`config.mk`:
```
export PLATFORM = sky130hd
export DESIGN_NAME = canny_tile_sequencer
export DESIGN_NICKNAME = d
export VERILOG_FILES = /design/src/rtl/canny_pkg.sv /design/src/rtl/canny_raster_counter.sv /design/src/rtl/canny_tile_sequencer.sv
export SDC_FILE = /design/constraint.sdc
export NUM_CORES = 1
export LEC_CHECK = 0
export BUFFER_PORTS_ARGS = -buffer_cell sky130_fd_sc_hd__buf_4
export CAP_MARGIN = 20
export CORE_ASPECT_RATIO = 0.5
export CORE_MARGIN = 5
export CORE_UTILIZATION = 57
export CTS_BUF_LIST = sky130_fd_sc_hd__clkbuf_4 sky130_fd_sc_hd__clkbuf_8
export CTS_CLUSTER_DIAMETER = 150
export DETAILED_ROUTE_END_ITERATION = 8
export PLACE_DENSITY = 0.82
export RECOVER_POWER = 100
export SLEW_MARGIN = 20
export SYNTH_ARGS = -nofsm -noshare
export SYNTH_HDL_FRONTEND = slang
export SYNTH_SLANG_ARGS = --single-unit
```
`constraint.sdc`:
```
create_clock -name clk -period 2.1 [get_ports clk]
set_input_delay 0.21 -clock clk [delete_from_list [all_inputs] [get_ports clk]]
set_output_delay 0.21 -clock clk [all_outputs]
set_load 0.02 [all_outputs]
```
`src/rtl/canny_pkg.sv`:
```
// rtl/canny_pkg.sv - shared types and tile geometry for the Canny tile sequencer
package canny_pkg;

    typedef enum logic [1:0] {
        IDLE = 2'd0,
        LOAD = 2'd1,
        RUN  = 2'd2,
        OUT  = 2'd3
    } state_t;

    localparam int TILE_DIM   = 20;
    localparam int OUT_DIM    = 18;
    localparam int TILE_BEATS = 80;
    localparam int BEAT_PIX   = 5;
    localparam int PIX_W      = 4;
    localparam int BEAT_W     = BEAT_PIX * PIX_W;

    localparam int GAUSS = 0;
    localparam int SOBEL = 1;
    localparam int NMS   = 2;
    localparam int HYST  = 3;

endpackage

```
`src/rtl/canny_raster_counter.sv`:
```
// rtl/canny_raster_counter.sv - row/col raster counter with enable, clear and last flag
module canny_raster_counter #(
    parameter int W  = 18,
    parameter int H  = 18,
    parameter int CW = 5,
    parameter int RW = 5
) (
    input  logic          clk,
    input  logic          reset,
    input  logic          clr,
    input  logic          en,
    output logic [RW-1:0] row,
    output logic [CW-1:0] col,
    output logic          last
);

    logic [RW-1:0] row_q, row_d;
    logic [CW-1:0] col_q, col_d;

    always_ff @(posedge clk) begin
        if (reset) begin
            row_q <= '0;
            col_q <= '0;
        end else begin
            row_q <= row_d;
            col_q <= col_d;
        end
    end

    always_comb begin
        row_d = row_q;
        col_d = col_q;
        if (clr) begin
            row_d = '0;
            col_d = '0;
        end else if (en) begin
            if (col_q == CW'(W - 1)) begin
                col_d = '0;
                row_d = (row_q == RW'(H - 1)) ? '0 : row_q + RW'(1);
            end else begin
                col_d = col_q + CW'(1);
            end
        end
    end

    assign row  = row_q;
    assign col  = col_q;
    assign last = (row_q == RW'(H - 1)) && (col_q == CW'(W - 1));

endmodule

```
`src/rtl/canny_tile_sequencer.sv`:
```
// rtl/canny_tile_sequencer.sv - per-tile load / stage sequencing / output scan controller
module canny_tile_sequencer
    import canny_pkg::*;
#(
    parameter int LOAD_BEATS    = TILE_BEATS,
    parameter int OUT_W         = OUT_DIM,
    parameter int OUT_H         = OUT_DIM,
    parameter int N_STAGE       = 4,
    parameter int STAGE_TIMEOUT = 1023
) (
    input  logic               clk,
    input  logic               reset,
    input  logic               in_valid,
    output logic               load_ready,
    output logic               buf_we,
    output logic [6:0]         buf_waddr,
    output logic               load_end,
    output logic [N_STAGE-1:0] stage_start,
    input  logic [N_STAGE-1:0] stage_done,
    input  logic               out_ready,
    output logic               readable,
    output logic [4:0]         out_row,
    output logic [4:0]         out_col,
    output logic               tile_done,
    output logic               timeout_err,
    output logic               overrun_err
);

    localparam int SW   = (N_STAGE > 1) ? $clog2(N_STAGE) : 1;
    localparam int WD_W = $clog2(STAGE_TIMEOUT + 1);

    state_t          state_q, state_d;
    logic [6:0]      beat_q, beat_d;
    logic [SW-1:0]   stage_q, stage_d;
    logic            started_q, started_d;
    logic [WD_W-1:0] wd_q, wd_d;
    logic            load_end_q, load_end_d;
    logic            tile_done_q, tile_done_d;
    logic            timeout_q, timeout_d;
    logic            overrun_q, overrun_d;

    logic accept;
    logic scan_en;
    logic scan_last;

    always_ff @(posedge clk) begin
        if (reset) begin
            state_q     <= IDLE;
            beat_q      <= '0;
            stage_q     <= '0;
            started_q   <= 1'b0;
            wd_q        <= '0;
            load_end_q  <= 1'b0;
            tile_done_q <= 1'b0;
            timeout_q   <= 1'b0;
            overrun_q   <= 1'b0;
        end else begin
            state_q     <= state_d;
            beat_q      <= beat_d;
            stage_q     <= stage_d;
            started_q   <= started_d;
            wd_q        <= wd_d;
            load_end_q  <= load_end_d;
            tile_done_q <= tile_done_d;
            timeout_q   <= timeout_d;
            overrun_q   <= overrun_d;
        end
    end

    // Within RUN, started_q low marks the single start-pulse cycle of the current stage.
    always_comb begin
        state_d     = state_q;
        beat_d      = beat_q;
        stage_d     = stage_q;
        started_d   = started_q;
        wd_d        = wd_q;
        load_end_d  = load_end_q;
        tile_done_d = 1'b0;
        timeout_d   = timeout_q;
        overrun_d   = overrun_q | (in_valid & ~load_ready);
        case (state_q)
            IDLE, LOAD: begin
                if (accept) begin
                    if (beat_q == 7'(LOAD_BEATS - 1)) begin
                        state_d    = RUN;
                        beat_d     = '0;
                        load_end_d = 1'b1;
                        stage_d    = '0;
                        started_d  = 1'b0;
                    end else begin
                        state_d = LOAD;
                        beat_d  = beat_q + 7'd1;
                    end
                end
            end
            RUN: begin
                if (!started_q) begin
                    started_d = 1'b1;
                    wd_d      = WD_W'(1);
                end else if (stage_done[stage_q] || (wd_q == WD_W'(STAGE_TIMEOUT))) begin
                    if (!stage_done[stage_q])
                        timeout_d = 1'b1;
                    started_d = 1'b0;
                    wd_d      = '0;
                    if (stage_q == SW'(N_STAGE - 1))
                        state_d = OUT;
                    else
                        stage_d = stage_q + SW'(1);
                end else begin
                    wd_d = wd_q + WD_W'(1);
                end
            end
            OUT: begin
                if (out_ready && scan_last) begin
                    state_d     = IDLE;
                    tile_done_d = 1'b1;
                    load_end_d  = 1'b0;
                end
            end
            default: state_d = IDLE;
        endcase
    end

    always_comb begin
        load_ready  = (state_q == IDLE) || (state_q == LOAD);
        accept      = in_valid && load_ready;
        buf_we      = accept;
        buf_waddr   = beat_q;
        load_end    = load_end_q;
        stage_start = '0;
        if (state_q == RUN && !started_q)
            stage_start = N_STAGE'(1) << stage_q;
        readable    = (state_q == OUT);
        scan_en     = (state_q == OUT) && out_ready;
        tile_done   = tile_done_q;
        timeout_err = timeout_q;
        overrun_err = overrun_q;
    end

    canny_raster_counter #(
        .W (OUT_W),
        .H (OUT_H),
        .CW(5),
        .RW(5)
    ) u_scan (
        .clk  (clk),
        .reset(reset),
        .clr  (state_q != OUT),
        .en   (scan_en),
        .row  (out_row),
        .col  (out_col),
        .last (scan_last)
    );

endmodule

```
; Yosys cells after proc, flatten, opt, wreduce, memory -nomap -nowiden
; Cells that the tools add are included.
[word_totals]
ff_bits = 36
in_bits = 8
out_inout_bits = 28
wordCells = 91
[op_classes]
add_sub_neg = 5
order_cmp = 1
eq_ne = 16
n_shift = 1
muxes = 31
bitwise = 5
n_reduce_logical = 21
[op_table]
columns = operator, n
row1 = $mux 2, 11
row2 = $mux 10, 2
row3 = $ne 2x2->1 const B, 7
row4 = $add 10x1->10 const B, 1
row5 = $add 5x1->5 const B, 2
row6 = $eq 10x10->1 const B, 1
row7 = $eq 5x5->1 const B, 2
row8 = $mux 5, 2
row9 = $mux 1, 9
row10 = $reduce_and 4->1, 2
row11 = $add 7x1->7 const B, 1
row12 = $eq 7x7->1 const B, 1
row13 = $mux 7, 1
row14 = $eq 2x2->1 const B, 3
row15 = $pmux 2 s3, 1
row16 = $reduce_and 6->1, 1
row17 = $reduce_or 2->1, 3
row18 = $logic_and 1x1->1, 5
row19 = $reduce_and 5->1, 1
row20 = $mux 4, 1
row21 = $pmux 1 s2, 2
row22 = $pmux 2 s2, 1
row23 = $reduce_and 2->1, 2
row24 = $reduce_bool 2->1, 2
row25 = other kinds (13), 16

; Logic depth before layout (Yosys ltp)
; Gate-level depths: netlist (run 1).
[depth]
word_depth = 6
depth_mapped = 6
mapped_depth_nobuf = 6

; Cells and area by module
; A second synthesis (run 1) with hierarchy kept.
[unflattened]
cells_unflattened = 228
area_unflattened_um2 = 1991.9
[modules_own_cells]
columns = module, instances, cells_each, area_each_um2, seq_area_each_um2
row1 = canny_tile_sequencer, 1, 168, 1406.3, 520.5
row2 = canny_raster_counter, 1, 60, 585.6, 200.2

; Worst setup path before layout (run 1)
; OpenSTA, ideal clock, no wires.
[synth_timing]
path_type = register to register
from = reg stage_q[0]
to = reg stage_q[0]
setup_time_ps = 121
arrival_ps = 1567
t_required_ps = 1979
slack_ps = 412
stages_incl_launch_ff = 6
path_buffers = 1
synth_period_minus_slack_ps = 1688
path_cell_list = dfxtp_1 > mux4_2 > a41oi_2 > buf_6 > nor4_1 > mux2_2
[synth_via]
elab_chain_cells = 5
word_cells_on_any_way = 12
cone_classes = add/sub: 1 / eq/ne: 3 / mux: 6 / reduce/logical: 2
[synth_rtl]
columns = item, line
row1 = start: declaration, canny_tile_sequencer.sv:34  ; logic [SW-1:0] stage_q, stage_d;
row2 = start signal: assignment, canny_tile_sequencer.sv:60  ; stage_q <= stage_d;
row3 = $add 2x1->2 / $bmux 1 s2 (equally long branches), "canny_tile_sequencer.sv:108, canny_tile_sequencer.sv:100"
row4 = $mux 2 / $mux 1 (equally long branches), "canny_tile_sequencer.sv:105, canny_tile_sequencer.sv:100"
row5 = $mux 2 / $logic_or 1x1->1 (equally long branches), canny_tile_sequencer.sv:100  ; end else if (stage_done[stage_q] || (wd_q == WD_W'(STAGE_TIMEOUT))) begin
row6 = $mux 2 / $ne 2x2->1 (equally long branches), n/a
row7 = $pmux 2 s2 / $reduce_and 6->1 (equally long branches), n/a
; Several ways; a longest one is shown, not always the timed one. The select of a mux whose other input is x is not followed.
; A chain may end at the register's enable or synchronous reset.

; Final worst setup path (run 1)
[layout_timing]
from = reg stage_q[0]
to = reg wd_q[0]
[layout_via]
elab_chain_cells = 5
[layout_rtl]
columns = item, line
row1 = $bmux 1 s2, canny_tile_sequencer.sv:100
row2 = $mux 1 (not written as such), canny_tile_sequencer.sv:100
row3 = $logic_or 1x1->1, canny_tile_sequencer.sv:100
row4 = $mux 10, canny_tile_sequencer.sv:100
row5 = $mux 10, canny_tile_sequencer.sv:97  ; if (!started_q) begin
row6 = end signal: assignment, canny_tile_sequencer.sv:62  ; wd_q <= wd_d;
row7 = end: declaration, canny_tile_sequencer.sv:36  ; logic [WD_W-1:0] wd_q, wd_d;
; No other way between the ends. The select of a mux whose other input is x is not followed.

==> results.py, run 1 <==
metrics = {
    "pwr": {
        "p_seq_frac": 0.564,
        "p_leak_nw": 0.7727,
        "comb_power_share": 0.050,
        "switching_power_mw": 0.2782,
        "ir_drop_v": 0.0003707,
        "swShare": 0.2261,
        "intPower_mw": 0.9520,
        "p_clk_frac": 0.385,
        "p_per_area_nw_per_um2": 579.1,
    },
    "sta": {
        "max_freq_mhz": 528.9,
        "finalCritPeriodShare": 0.9004,
        "post-route-min-period_ns": 1.891,
        "maxSlewViolCount": 0,
        "worst_pin_slew_ns": 0.5864,
        "hold_slack_ns": 0.1805,
        "grt_setup_unrepaired": "false",
        "hold_viol": 0,
        "setup-violations-final": 0,
        "max_slew_margin": 0.6037,
        "finalSetupTns_ns": 0,
        "fin_skew_ns": 0.006095,
    },
    "floorplan": {
        "start_util": 0.6037,
        "die_h_um": 50.29,
        "boundaryPins": 36,
        "die_x_um": 90.58,
        "fp.dieArea_um2": 4555,
        "num_rows": 14,
        "coreArea_um2": 3065,
    },
    "clocking": {
        "cts_made_buffers": 5,
        "numClockSinks": 36,
        "postCtsSetupBuffers": 0,
        "cts-htree-levels": 2,
        "ctsHoldBuffers": 0,
        "clock_latency_ns": 0.29,
        "cts_tree": "yes",
        "clk_pin_slew_ns": 0.07,
        "ctsResizeCount": 0,
        "cts_buffer_depth": 2,
        "cts_root_buf": "clkbuf_8",
    },
    "drt": {
        "wl_um": 4014,
        "drc": 0,
        "drt-vias-per-instance": 5.737,
        "firstDrtPassIters": 4,
        "drt_iter0_markers": 61,
        "ant_nets": 0,
        "wl_per_cell_um": 13.89,
        "dr_total_vias": 1658,
    },
    "global_route": {
        "grt_pass1_vias": 1531,
        "grt-ovfl-total": 0,
        "grtUsageTotal": 0.1786,
        "grt_max_degree": 19,
        "antenna_found_initial": 0,
        "grt_pass1_wl_um": 6734,
    },
    "critical_path": {
        "reg2reg_slack_ns": 0.21,
        "worst_path_max_delay_cell": "mux4_2",
        "reg2reg_from": "stage_q[0]$_SDFFE_PP0P_",
        "crit_family": "compound AO/OA/AOI/OAI gates",
        "max_stage_delay_ns": 0.57,
        "path_cells": "mux4_2 -> a41oi_2 -> buf_4 -> a21oi_1 -> a211oi_1",
        "worstReg2RegEnd": "wd_q[0]$_SDFFE_PP0N_",
        "crit_type": "reg -> reg",
        "worstPathMaxFanout": 6,
        "critical_path.startpoint_type": "register",
        "r2r_cells": 5,
        "worstPathArrival_ns": 2.09,
        "crit_path_end_kind": "register",
        "cp_data_required_time_ns": 2.30,
        "timing.critical_path.buf_inv": 1,
    },
    "synth": {
        "synth-edff-count": 0,
        "ys_seq_elements": 36,
        "synthTopCellsByArea": "dfxtp_1, ha_1, nor2_1, xor2_1, nand2_1",
        "synthArstFlopShare": 0,
        "syn_area_um2": 1851,
        "ys_seq_area_frac": 0.3895,
        "ys_types": 42,
        "yosys_warnings": 0,
        "synth_top_area_cell": "dfxtp_1",
        "syn_area_per_cell_um2": 8.770,
        "synth_cells": 211,
        "synth_ff_type": "dfxtp_1",
        "yosysTopAreaCellShare": 0.3895,
        "syn_nets": 229,
    },
    "cells_and_area": {
        "final_area_um2": 2125,
        "num-fill-cells": 277,
        "multiInputGateArea_um2": 1051,
        "num_antenna_cells": 0,
        "sequential_cell_area_um2": 720.7,
        "nets": 267,
        "drive_above_1_share": 0.09237,
        "area_growth_pct": 14.81,
    },
    "place": {
        "dp_hpwl_um": 2935,
        "dpl-instance-area_um2": 2148,
        "portBuffers": 35,
        "place_congestion": 0.8574,
    },
    "min_path": {
        "hold-path-cell-count": 3,
        "min_from": "in_valid",
        "holdPathEnd": "overrun_err$_SDFF_PP0_",
        "hold_path_class": "in -> reg",
    },
    "outcome": {
        "status": "complete, no violations",
    },
    "run": {
        "cap_violations": 0,
    },
}
per-stage QoR:
step             util  total power [mW]  cells  worst slack (ns)
3_3_place_gp   0.7008            0.7754    282            0.3062
2_1_floorplan       -            0.7507    211            0.4122
4_1_cts        0.7273             1.242    289            0.2137
3_5_place_dp   0.7008            0.7769    282            0.2363
5_1_grt        0.6931             1.276    289           0.08827
6_report       0.6931             1.230    289            0.2091
layer usage:
metal | global-route usage | wire, µm
met1 | 0.2184 | 1934
met3 | 0.06269 | 225
met2 | 0.3012 | 1825
met5 | 0 | 0
met4 | 0.05198 | 29
power by group through the flow:
stage	Clock [mW]	Combinational, mW	Sequential [mW]
floorplan	0	0.0369	0.714
global placement	0	0.0656	0.710
detailed placement	0	0.0668	0.710
CTS	0.480	0.0669	0.694
global route	0.514	0.0674	0.695
finish	0.474	0.0619	0.694
area by class of cell:
cell class,instances,share of cell area
clock buffer,6,0.03592
clock inverter,1,0.002356
inverter,11,0.01943
multi-input combinational,157,0.4947
sequential,36,0.3392
tap,40,0.02356
timing repair buffer,38,0.08481
synthesized netlist by cell type (4+ instances only):
library cell / n
a21oi_1: 7
a31oi_1: 4
and3_1: 8
dfxtp_1: 36
ha_1: 10
inv_1: 11
mux2i_1: 5
nand2_1: 17
nand3_1: 5
nand4_1: 7
nor2_1: 24
nor2b_1: 6
o21ai_0: 10
or3_1: 4
xnor2_1: 4
xor2_1: 8
flip-flops by register name, summed over array words and instances (netlist names):
| register | count |
|---|---|
| tile_done | 1 |
| u_scan.row | 5 |
| state_q | 2 |
| wd_q | 10 |
| timeout_err | 1 |
| u_scan.col | 5 |
| started_q | 1 |
| stage_q | 2 |
| overrun_err | 1 |
| load_end | 1 |
| buf_waddr | 7 |
worst max path at each step:
stage | start | to | slack, ns | depth (start not counted)
after floorplan | stage_q[0]$_SDFFE_PP0P_ | stage_q[0]$_SDFFE_PP0P_ | 0.41 | 5
after global placement | stage_q[0]$_SDFFE_PP0P_ | wd_q[0]$_SDFFE_PP0N_ | 0.31 | 5
after detailed placement | stage_q[0]$_SDFFE_PP0P_ | wd_q[5]$_SDFFE_PP0N_ | 0.24 | 4
after CTS | stage_q[0]$_SDFFE_PP0P_ | wd_q[5]$_SDFFE_PP0N_ | 0.21 | 4
after global routing | stage_q[0]$_SDFFE_PP0P_ | wd_q[5]$_SDFFE_PP0N_ | 0.09 | 4
final | stage_q[0]$_SDFFE_PP0P_ | wd_q[0]$_SDFFE_PP0N_ | 0.21 | 5
kinds of logic after synthesis:
group,count (synthesis),share of synthesized area
XOR/XNOR,12,0.05679
flip-flops,36,0.3895
adder cells (fa/ha/maj),10,0.06761
buffers and inverters,18,0.04259
AND/OR/NAND/NOR,94,0.2745
multiplexers,7,0.04530
AO/OA/AOI/OAI,34,0.1237
tightest hold or removal path, stage by stage:
cell and delay [ns]:
buf_4 0.10, a21oi_1 0.06, nor2_1 0.07
cells in the final DEF (no fill, tap or decap), types with 6 or more instances in the layout:
| master | instances |
|---|---|
| nand4_1 | 7 |
| inv_1 | 11 |
| xor2_1 | 8 |
| buf_4 | 10 |
| nor2_1 | 24 |
| a21oi_1 | 7 |
| and3_1 | 8 |
| o21ai_0 | 10 |
| dfxtp_1 | 36 |
| ha_1 | 10 |
| nand2_1 | 17 |
| nor2b_1 | 6 |
| clkbuf_1 | 28 |
Note: power is estimated with default switching activity, not from simulation.
==> run 2: changes to the inputs <==
--- a/config.mk
+++ b/config.mk
@@ -13,7 +13,7 @@
 export CTS_BUF_LIST = sky130_fd_sc_hd__clkbuf_4 sky130_fd_sc_hd__clkbuf_8
 export CTS_CLUSTER_DIAMETER = 150
 export DETAILED_ROUTE_END_ITERATION = 8
-export PLACE_DENSITY = 0.82
+export PLACE_DENSITY = 0.88
 export RECOVER_POWER = 100
 export SLEW_MARGIN = 20
 export SYNTH_ARGS = -nofsm -noshare
==> results.py, run 2 (same netlist as run 1, synthesis figures left out) <==
metrics = {
    "global_route": {
        "antenna_found_initial": 0,
        "grt-ovfl-total": 0,
        "use_met2": 0.3470,
        "grt_pass1_wl_um": 7334,
        "use_met1": 0.2353,
        "grtUsageTotal": 0.1975,
        "grt_max_degree": 19,
        "grt_use_met3": 0.05522,
        "top_usage_layer": "met2",
        "grt_pass1_vias": 1613,
    },
    "cells_and_area": {
        "final_area_um2": 2136,
        "largest_reg_flops": 10,
        "drive_above_1_share": 0.08835,
        "largest_register": "wd_q",
        "layout_common_cells": "dfxtp_1, clkbuf_1, nor2_1",
        "nets": 267,
        "area_growth_pct": 15.42,
        "num-fill-cells": 261,
        "final_common_cell": "dfxtp_1",
        "num_antenna_cells": 0,
    },
    "clocking": {
        "clock_latency_ns": 0.29,
        "cts_tree": "yes",
        "cts_made_buffers": 5,
        "numClockSinks": 36,
        "ctsHoldBuffers": 0,
        "cts-htree-levels": 2,
        "cts_root_buf": "clkbuf_8",
        "postCtsSetupBuffers": 0,
        "clk_pin_slew_ns": 0.07,
        "cts_buffer_depth": 2,
        "ctsResizeCount": 0,
    },
    "critical_path": {
        "cp_data_required_time_ns": 2.30,
        "r2r_cells": 5,
        "worstPathMaxFanout": 6,
        "critical_path.startpoint_type": "register",
        "crit_path_end_kind": "register",
        "crit_type": "reg -> reg",
        "worstReg2RegEnd": "wd_q[0]$_SDFFE_PP0N_",
        "reg2reg_slack_ns": 0.17,
        "critPathLaunch": "stage_q[0]$_SDFFE_PP0P_",
        "worstPathArrival_ns": 2.13,
        "reg2reg_from": "stage_q[0]$_SDFFE_PP0P_",
    },
    "min_path": {
        "min_from": "in_valid",
        "hold_path_class": "in -> reg",
        "hold-path-cell-count": 3,
        "holdPathEnd": "overrun_err$_SDFF_PP0_",
    },
    "sta": {
        "grt_setup_unrepaired": "false",
        "post-route-min-period_ns": 1.926,
        "fin_skew_ns": 0.006497,
        "maxSlewViolCount": 0,
        "max_freq_mhz": 519.3,
        "worst_pin_slew_ns": 0.5899,
        "finalSetupTns_ns": 0,
        "max_slew_margin": 0.6014,
        "finalCritPeriodShare": 0.9171,
        "hold_viol": 0,
        "setup-violations-final": 0,
    },
    "pwr": {
        "p_leak_nw": 0.7743,
        "switching_power_mw": 0.2871,
        "ir_drop_v": 0.0004318,
        "intPower_mw": 1.006,
        "p_seq_frac": 0.537,
        "comb_power_share": 0.049,
        "swShare": 0.2220,
        "p_clk_frac": 0.414,
        "p_per_area_nw_per_um2": 605.5,
    },
    "drt": {
        "firstDrtPassIters": 4,
        "dr_total_vias": 1664,
        "wl_per_cell_um": 14.68,
        "wl_um": 4243,
        "drc": 0,
        "drt-vias-per-instance": 5.758,
        "ant_nets": 0,
        "drt_iter0_markers": 83,
    },
    "place": {
        "portBuffers": 35,
        "dp_hpwl_um": 3221,
        "dpl-instance-area_um2": 2148,
        "place_congestion": 0.7958,
    },
    "floorplan": {
        "coreArea_um2": 3065,
        "start_util": 0.6037,
        "die_h_um": 50.29,
        "boundaryPins": 36,
        "die_x_um": 90.58,
        "fp.dieArea_um2": 4555,
        "num_rows": 14,
    },
    "run": {
        "cap_violations": 0,
    },
    "outcome": {
        "status": "complete, no violations",
    },
}
[run 2: cell types whose count changed in the layout (fill, tap and decap cells not counted)]
cell      change
buf_4         -1
clkbuf_1      +1
clkbuf_4      -1
clkbuf_8      +2
clkinv_2      -1
[run 2: worst max-delay path by stage]
stage / to / slack [ns] / cells after the start
floorplan: stage_q[0]$_SDFFE_PP0P_ / 0.41 / 5
global placement: wd_q[5]$_SDFFE_PP0N_ / 0.32 / 4
detailed placement: wd_q[0]$_SDFFE_PP0N_ / 0.21 / 5
CTS: wd_q[0]$_SDFFE_PP0N_ / 0.20 / 5
global route: stage_start[3] / 0.09 / 3
finish: wd_q[0]$_SDFFE_PP0N_ / 0.17 / 5
[run 2: power groups by stage]
| stage | clock network [mW] | logic, mW | registers (mW) |
|---|---|---|---|
| floorplan | 0 | 0.0369 | 0.714 |
| global placement | 0 | 0.0651 | 0.710 |
| detailed placement | 0 | 0.0685 | 0.710 |
| CTS | 0.547 | 0.0688 | 0.695 |
| global route | 0.586 | 0.0691 | 0.695 |
| finish | 0.535 | 0.0633 | 0.695 |
[run 2: metal layers]
metal / share of wire / routed length (µm)
met1: 0.45 / 1895
met2: 0.49 / 2084
met3: 0.045 / 189
met4: 0.017 / 74
met5: 0 / 0
[run 2: final cells by class]
type                    instances  area, µm²  share of cell area
clock buffers                   7      96.34             0.04511
flip-flops and latches         36      720.7              0.3374
well taps                      40      50.05             0.02343
multi-input cells             157       1051              0.4921
repair buffers                 38      176.4             0.08260
inverters                      11      41.29             0.01933
[run 2: worst max-delay path: stages (launching register included)]
cell and delay, ns:
dfxtp_1 0.44, mux4_2 0.57, a41oi_2 0.32, buf_4 0.21, a21oi_1 0.08, a211oi_1 0.22
[run 2: through the flow]
| stage | util | cells | setup slack, ns | hold WS (ns) | power [mW] |
|---|---|---|---|---|---|
| global placement | 0.7008 | 282 | 0.3168 | 0.4398 | 0.7747 |
| detailed placement | 0.7008 | 282 | 0.2125 | 0.4440 | 0.7788 |
| CTS | 0.7322 | 289 | 0.2020 | 0.1823 | 1.310 |
| global route | 0.6967 | 289 | 0.08554 | 0.2008 | 1.350 |
| floorplan | - | 211 | 0.4122 | 0.3547 | 0.7507 |
| finish | 0.6967 | 289 | 0.1742 | 0.1891 | 1.293 |
